<file path="src/rtl/spi_pkg.sv">
// Shared command, select-polarity and FSM state definitions for the SPI RAM slave.
package spi_pkg;

   typedef enum logic [1:0] {
      WR_ADDR = 2'b00,
      WR_DATA = 2'b01,
      RD_ADDR = 2'b10,
      RD_DATA = 2'b11
   } spi_cmd_e;

   localparam logic SLAVE_SELECTED = 1'b0;

   typedef enum logic [2:0] {
      IDLE,
      CMD,
      PAYLOAD,
      WR_BURST,
      RD_FETCH,
      RD_SHIFT
   } spi_ram_state_e;

endpackage

</file>
<file path="src/rtl/spi_ram_mem.sv">
// Single-port synchronous RAM, one-cycle registered read.
module spi_ram_mem #(
   parameter int unsigned DATA_WIDTH = 8,
   parameter int unsigned ADDR_WIDTH = 8,
   parameter int unsigned MEM_DEPTH  = 256
) (
   input  logic                  clk,
   input  logic                  we,
   input  logic [ADDR_WIDTH-1:0] addr,
   input  logic [DATA_WIDTH-1:0] wdata,
   output logic [DATA_WIDTH-1:0] rdata
);

   logic [DATA_WIDTH-1:0] mem [MEM_DEPTH];

   // Write when enabled; read port always registers the addressed word.
   always_ff @(posedge clk) begin
      if (we) begin
         mem[addr] <= wdata;
      end
      rdata <= mem[addr];
   end

endmodule

</file>
<file path="src/rtl/spi_ram_slave_burst.sv">
// SPI RAM slave with parametrised widths, auto-increment bursts and a sticky
// out-of-range address flag.
module spi_ram_slave_burst
   import spi_pkg::*;
#(
   parameter int unsigned DATA_WIDTH = 8,
   parameter int unsigned ADDR_WIDTH = 8,
   parameter int unsigned MEM_DEPTH  = 256,
   parameter int unsigned AUTO_INC   = 1
) (
   input  logic clk,
   input  logic rst,
   input  logic SS_n,
   input  logic MOSI,
   output logic MISO,
   output logic miso_valid,
   output logic busy,
   output logic addr_err
);

   localparam int unsigned CNT_W = $clog2(DATA_WIDTH + 1);
   localparam int unsigned AX_W  = ADDR_WIDTH + 1;
   localparam logic [CNT_W-1:0]      CNT_LAST  = CNT_W'(DATA_WIDTH - 1);
   localparam logic [AX_W-1:0]       DEPTH_X   = AX_W'(MEM_DEPTH);
   localparam logic [ADDR_WIDTH-1:0] ADDR_LAST = ADDR_WIDTH'(MEM_DEPTH - 1);

   spi_ram_state_e        state;
   spi_cmd_e              cmd;
   logic                  cmd_hi;
   logic [CNT_W-1:0]      cnt;
   logic [DATA_WIDTH-1:0] shreg;
   logic [ADDR_WIDTH-1:0] addr;
   logic                  rd_oor;
   logic [DATA_WIDTH-1:0] rdata;

   logic                  sel_c;
   logic                  last_c;
   logic                  addr_ok_c;
   logic                  pay_ok_c;
   logic                  we_c;
   logic [DATA_WIDTH-1:0] payload_c;
   logic [DATA_WIDTH-1:0] tx_word_c;
   logic [ADDR_WIDTH-1:0] pay_addr_c;
   logic [ADDR_WIDTH-1:0] addr_inc_c;

   // Datapath decode: incoming word, range checks, wrapped increment, write strobe.
   always_comb begin
      sel_c      = (SS_n == SLAVE_SELECTED);
      last_c     = (cnt == CNT_LAST);
      payload_c  = {shreg[DATA_WIDTH-2:0], MOSI};
      pay_addr_c = payload_c[ADDR_WIDTH-1:0];
      addr_ok_c  = ({1'b0, addr} < DEPTH_X);
      pay_ok_c   = ({1'b0, pay_addr_c} < DEPTH_X);
      addr_inc_c = (addr == ADDR_LAST) ? '0 : addr + ADDR_WIDTH'(1);
      tx_word_c  = (cnt == '0) ? (rd_oor ? '0 : rdata) : shreg;
      we_c       = !rst && sel_c && last_c && addr_ok_c &&
                   ((state == PAYLOAD && cmd == WR_DATA) || state == WR_BURST);
   end

   spi_ram_mem #(
      .DATA_WIDTH (DATA_WIDTH),
      .ADDR_WIDTH (ADDR_WIDTH),
      .MEM_DEPTH  (MEM_DEPTH)
   ) u_mem (
      .clk   (clk),
      .we    (we_c),
      .addr  (addr),
      .wdata (payload_c),
      .rdata (rdata)
   );

   // Frame FSM: command/payload collection, execution, read serialisation.
   always_ff @(posedge clk) begin
      if (rst) begin
         state      <= IDLE;
         cmd        <= WR_ADDR;
         cmd_hi     <= 1'b0;
         cnt        <= '0;
         shreg      <= '0;
         addr       <= '0;
         rd_oor     <= 1'b0;
         MISO       <= 1'b0;
         miso_valid <= 1'b0;
         busy       <= 1'b0;
         addr_err   <= 1'b0;
      end else if (!sel_c) begin
         state      <= IDLE;
         cnt        <= '0;
         shreg      <= '0;
         MISO       <= 1'b0;
         miso_valid <= 1'b0;
         busy       <= 1'b0;
      end else begin
         busy       <= 1'b1;
         MISO       <= 1'b0;
         miso_valid <= 1'b0;
         case (state)
            IDLE: begin
               // cnt = 1 tells CMD the first command bit is already held.
               cmd_hi <= MOSI;
               cnt    <= CNT_W'(1);
               state  <= CMD;
            end
            CMD: begin
               if (cnt == '0) begin
                  cmd_hi <= MOSI;
                  cnt    <= CNT_W'(1);
               end else begin
                  cmd   <= spi_cmd_e'({cmd_hi, MOSI});
                  cnt   <= '0;
                  state <= PAYLOAD;
               end
            end
            PAYLOAD: begin
               shreg <= payload_c;
               if (last_c) begin
                  cnt <= '0;
                  case (cmd)
                     WR_ADDR, RD_ADDR: begin
                        if (pay_ok_c) begin
                           addr <= pay_addr_c;
                        end else begin
                           addr_err <= 1'b1;
                        end
                        state <= CMD;
                     end
                     WR_DATA: begin
                        if (AUTO_INC != 0) begin
                           addr  <= addr_inc_c;
                           state <= WR_BURST;
                        end else begin
                           state <= CMD;
                        end
                     end
                     RD_DATA: state <= RD_FETCH;
                     default: state <= CMD;
                  endcase
               end else begin
                  cnt <= cnt + CNT_W'(1);
               end
            end
            WR_BURST: begin
               shreg <= payload_c;
               if (last_c) begin
                  cnt  <= '0;
                  addr <= addr_inc_c;
               end else begin
                  cnt <= cnt + CNT_W'(1);
               end
            end
            RD_FETCH: begin
               // RAM registers mem[addr] at this edge; remember if it was out of range.
               rd_oor <= !addr_ok_c;
               if (AUTO_INC != 0) begin
                  addr <= addr_inc_c;
               end
               cnt   <= '0;
               state <= RD_SHIFT;
            end
            RD_SHIFT: begin
               MISO       <= tx_word_c[DATA_WIDTH-1];
               miso_valid <= 1'b1;
               shreg      <= {tx_word_c[DATA_WIDTH-2:0], 1'b0};
               if (last_c) begin
                  cnt   <= '0;
                  state <= (AUTO_INC != 0) ? RD_FETCH : CMD;
               end else begin
                  cnt <= cnt + CNT_W'(1);
               end
            end
            default: state <= IDLE;
         endcase
      end
   end

endmodule

</file>
<file path="config.mk">
export PLATFORM = sky130hd
export DESIGN_NAME = spi_ram_slave_burst
export DESIGN_NICKNAME = d
export VERILOG_FILES = /design/src/rtl/spi_pkg.sv /design/src/rtl/spi_ram_mem.sv /design/src/rtl/spi_ram_slave_burst.sv
export SDC_FILE = /design/constraint.sdc
export NUM_CORES = 2
export LEC_CHECK = 0
export CAP_MARGIN = 0
export CORE_UTILIZATION = 45
export DETAILED_ROUTE_END_ITERATION = 12
export PLACE_DENSITY = 0.57
export SYNTH_ARGS = -nofsm -noshare
export SYNTH_HDL_FRONTEND = slang
export SYNTH_SLANG_ARGS = --single-unit
</file>
<file path="constraint.sdc">
create_clock -name clk -period 9.45 [get_ports clk]
set_input_delay 1.89 -clock clk [delete_from_list [all_inputs] [get_ports clk]]
set_output_delay 1.89 -clock clk [all_outputs]
set_load 0.02 [all_outputs]
</file>
==> reports/results.tsv <==
stage	metric	value	unit
final_layout	seq_area	62300	um2
floorplan	die_w	423	um
place	gp_congestion	0.818	
synthesis	syn_inst	3720	
synthesis	yosysWarnings	0	
setup_path	rr_startpoint	addr[1]$_SDFFE_PP0P_	
clock_tree	cts-root-buf	clkbuf_16	
synthesis	ys_ff_latch	2085	
place	io_buffer_count	6	
sta	grt_setup_unrepaired	no	
synthesis	netlist.area_leader.share	0.770	
routing	routed_wl	211	mm
sta	hold_slack	0.476	ns
floorplan	die_y	423	um
setup_path	reg2regPathDepth	5	
routing	wl_per_cell	33.6	um
floorplan	row_count	154	
pwr	peakVddDrop	0.000201	V
sta	fmax	175	MHz
setup_path	worstPathMaxFanout	17	
sta	timing.setup.tns	0	ns
clock_tree	cts_num_sinks	2085	
setup_path	worstReg2RegEnd	u_mem.mem[154][3]$_DFFE_PP_	
floorplan	ioPinCount	8	
clock_tree	ctsResizeCount	0	
sta	tightest_slew	1.40	ns
pwr	p_switching	3.64	mW
synthesis	synth_area	79900	um2
sta	max-slew-margin-rel	0.0570	
hold_path	hold_path.startpoint	cmd_hi$_SDFFE_PP0P_	
pwr	p_comb_frac	0.004	
final_layout	nets	3775	
sta	drv_slew	0	
routing	vias_per_cell	6.17	
grt	grt_pass1_vias	38900	
synthesis	yosysMostFrequentCell	edfxtp_1	
sta	skew	0.0166	ns
grt	grt_overflow	0	
sta	setup_viol_count_final	0	
routing	drtAntennaViolNets	0	
clock_tree	cts-buffers-inserted	204	
routing	drt_iter0_markers	5009	
pwr	p_leak	28.4	nW
synthesis	yosysSeqAreaShare	0.779	
synthesis	synth_fp_nets	3730	
pwr	power_density	207	nW/um2
pwr	p_int	14.9	mW
floorplan	die_area	179000	um2
pwr	swShare	0.196	
grt	grt_max_degree	158	
routing	num_vias	38800	
grt	groute.usage.overall	0.236	
clock_tree	cts.clk_slew.worst_paths	0.06	ns
synthesis	synth_largest_area_cell	edfxtp_1	
hold_path	hold_path.class	flip-flop to flip-flop	
setup_path	endpoint_kind	flip-flop	
setup_path	required	9.90	ns
clock_tree	insertion_delay	0.82	ns
clock_tree	clock_path_buffers	3	
synthesis	synth_edf_count	2048	
setup_path	path_class	input port to flip-flop	
pwr	p_seq_frac	0.541	
final_layout	drive_above_1_share	0.244	
final_layout	n_fill_cell	13700	
grt	antenna_found_initial	7	
clock_tree	cts_hold_buf	0	
sta	timing_hold_violations_final	0	
setup_path	start_kind	input port	
hold_path	hold-path-endpoint	cmd[1]$_SDFFE_PP0P_	
grt	grt_pass1_wl	299	mm
sta	fin_crit_sh	0.604	
run	drv_cap	0	
run_status	status	completed	
setup_path	arrival	6.16	ns
synthesis	avgSynthCellArea	21.5	um2
synthesis	ys.flop_type	edfxtp_1	
pwr	clkPwrFrac	0.455	
clock_tree	cts_setup_buffers	0	
synthesis	synthTopCellsByCount	edfxtp_1, mux4_2, nor2_1	
hold_path	min_path_cells	2	
routing	drc_errors	0	
synthesis	ys_async_sr_fraction	0	
synthesis	synthTopCellsByArea	edfxtp_1, mux4_2, a22oi_1	
floorplan	start_util	0.453	
floorplan	core_area	176000	um2
place	dp_hpwl	119	mm
clock_tree	cts_tree	built	
final_layout	multi_input_area	16700	um2
final_layout	area_delta_synth_final	12.3	%
synthesis	ys_types	45	
routing	dr.pass1.iters	5	
clock_tree	htree_num_levels	4	
setup_path	r2r_slack	4.76	ns
sta	finalCriticalPeriod	5.71	ns
## power groups by stage
stage	combinational, mW	sequential [mW]	clock [mW]
global placement	0.0756	10.2	0
global route	0.0780	10.0	8.88
floorplan	0.0108	10.3	0
CTS	0.0749	10.1	8.56
finish	0.0723	10.1	8.44
detailed placement	0.0750	10.2	0
## how the worst max path moves through the flow
stage / startpoint / cells past startpoint / endpoint
2_1_floorplan: shreg[1]$_SDFFE_PP0P_ / 0 / u_mem.mem[0][2]$_DFFE_PP_
3_3_place_gp: rst / 7 / u_mem.mem[216][7]$_DFFE_PP_
3_5_place_dp: rst / 7 / u_mem.mem[232][1]$_DFFE_PP_
4_1_cts: rst / 7 / u_mem.mem[232][1]$_DFFE_PP_
5_1_grt: rst / 6 / u_mem.mem[106][6]$_DFFE_PP_
6_report: rst / 7 / u_mem.mem[216][4]$_DFFE_PP_
## cells in the final DEF (no fill, tap or decap), drive strengths merged, types with 2 or more instances in the layout
cell type	instances
nor2b	13
nand3b	4
mux2i	10
or2	3
a31oi	2
or3	4
nand2	25
and2	2
a211oi	13
a21o	3
mux4	512
buf	78
bufinv	29
clkinvlp	29
o41ai	32
clkinv	77
diode	3
edfxtp	2048
dfxtp	37
nor3	5
nor3b	3
ha	6
clkbuf	237
inv	21
a2bb2oi	2
nand2b	5
a21oi	141
a22oi	257
nand3	27
o21ai	7
nand4	10
nor2	284
clkdlybuf4s50	5
## sequential cells by signal, summed over array words and instances, names as in the netlist
signal,count
state,3
MISO,1
cnt,4
cmd,2
miso_valid,1
shreg,8
busy,1
u_mem.rdata,8
addr,8
cmd_hi,1
u_mem.mem,2048
## cell families (layout without fill, tap and decap cells)
| family | count (synthesis) | in the layout | share of synthesized area |
|---|---|---|---|
| flops | 2085 | 2085 | 0.779 |
| mux | 523 | 523 | 0.146 |
| fa+ha+maj | 6 | 6 | 0.000940 |
| buf+inv | 251 | 476 | 0.0140 |
| simple gates | 389 | 389 | 0.0205 |
| compound gates | 465 | 465 | 0.0397 |
| other cells | 1 | 4 | 0.0000469 |
## metal layers
| layer | wire length (um) | GRT usage |
|---|---|---|
| met1 | 88000 | 0.341 |
| met3 | 16400 | 0.0417 |
| met5 | 24 | 0 |
| met4 | 4730 | 0.0594 |
| met2 | 102000 | 0.373 |
## final cells by class
type	instances	share of cell area
repair buffers	83	0.00884
diodes	3	0.0000837
multi-input cells	1384	0.186
clock inverters	149	0.0187
clock buffers	237	0.0595
flip-flops and latches	2085	0.694
well taps	2340	0.0326
inverters	7	0.000293
## worst max-delay path, stage by stage
cell and delay (ns):
clkdlybuf4s50_1 0.65, or2_2 0.56, inv_1 0.15, o2111a_1 1.04, nand3_2 0.71, buf_4 0.50
nor2_1 0.61
## per-stage QoR
step / area [um2] / power (mW) / worst slack [ns] / std cells / util
finish: 89700 / 18.6 / 3.74 / 6288 / 0.509
global route: 89700 / 19.0 / 3.61 / 6286 / 0.509
floorplan: 79900 / 10.3 / 5.16 / 3720 / -
detailed placement: 82700 / 10.3 / 2.88 / 5899 / 0.469
CTS: 89700 / 18.7 / 3.78 / 6285 / 0.509
global placement: 82700 / 10.3 / 3.05 / 5899 / 0.469
Note: power is estimated with default switching activity, not from simulation.
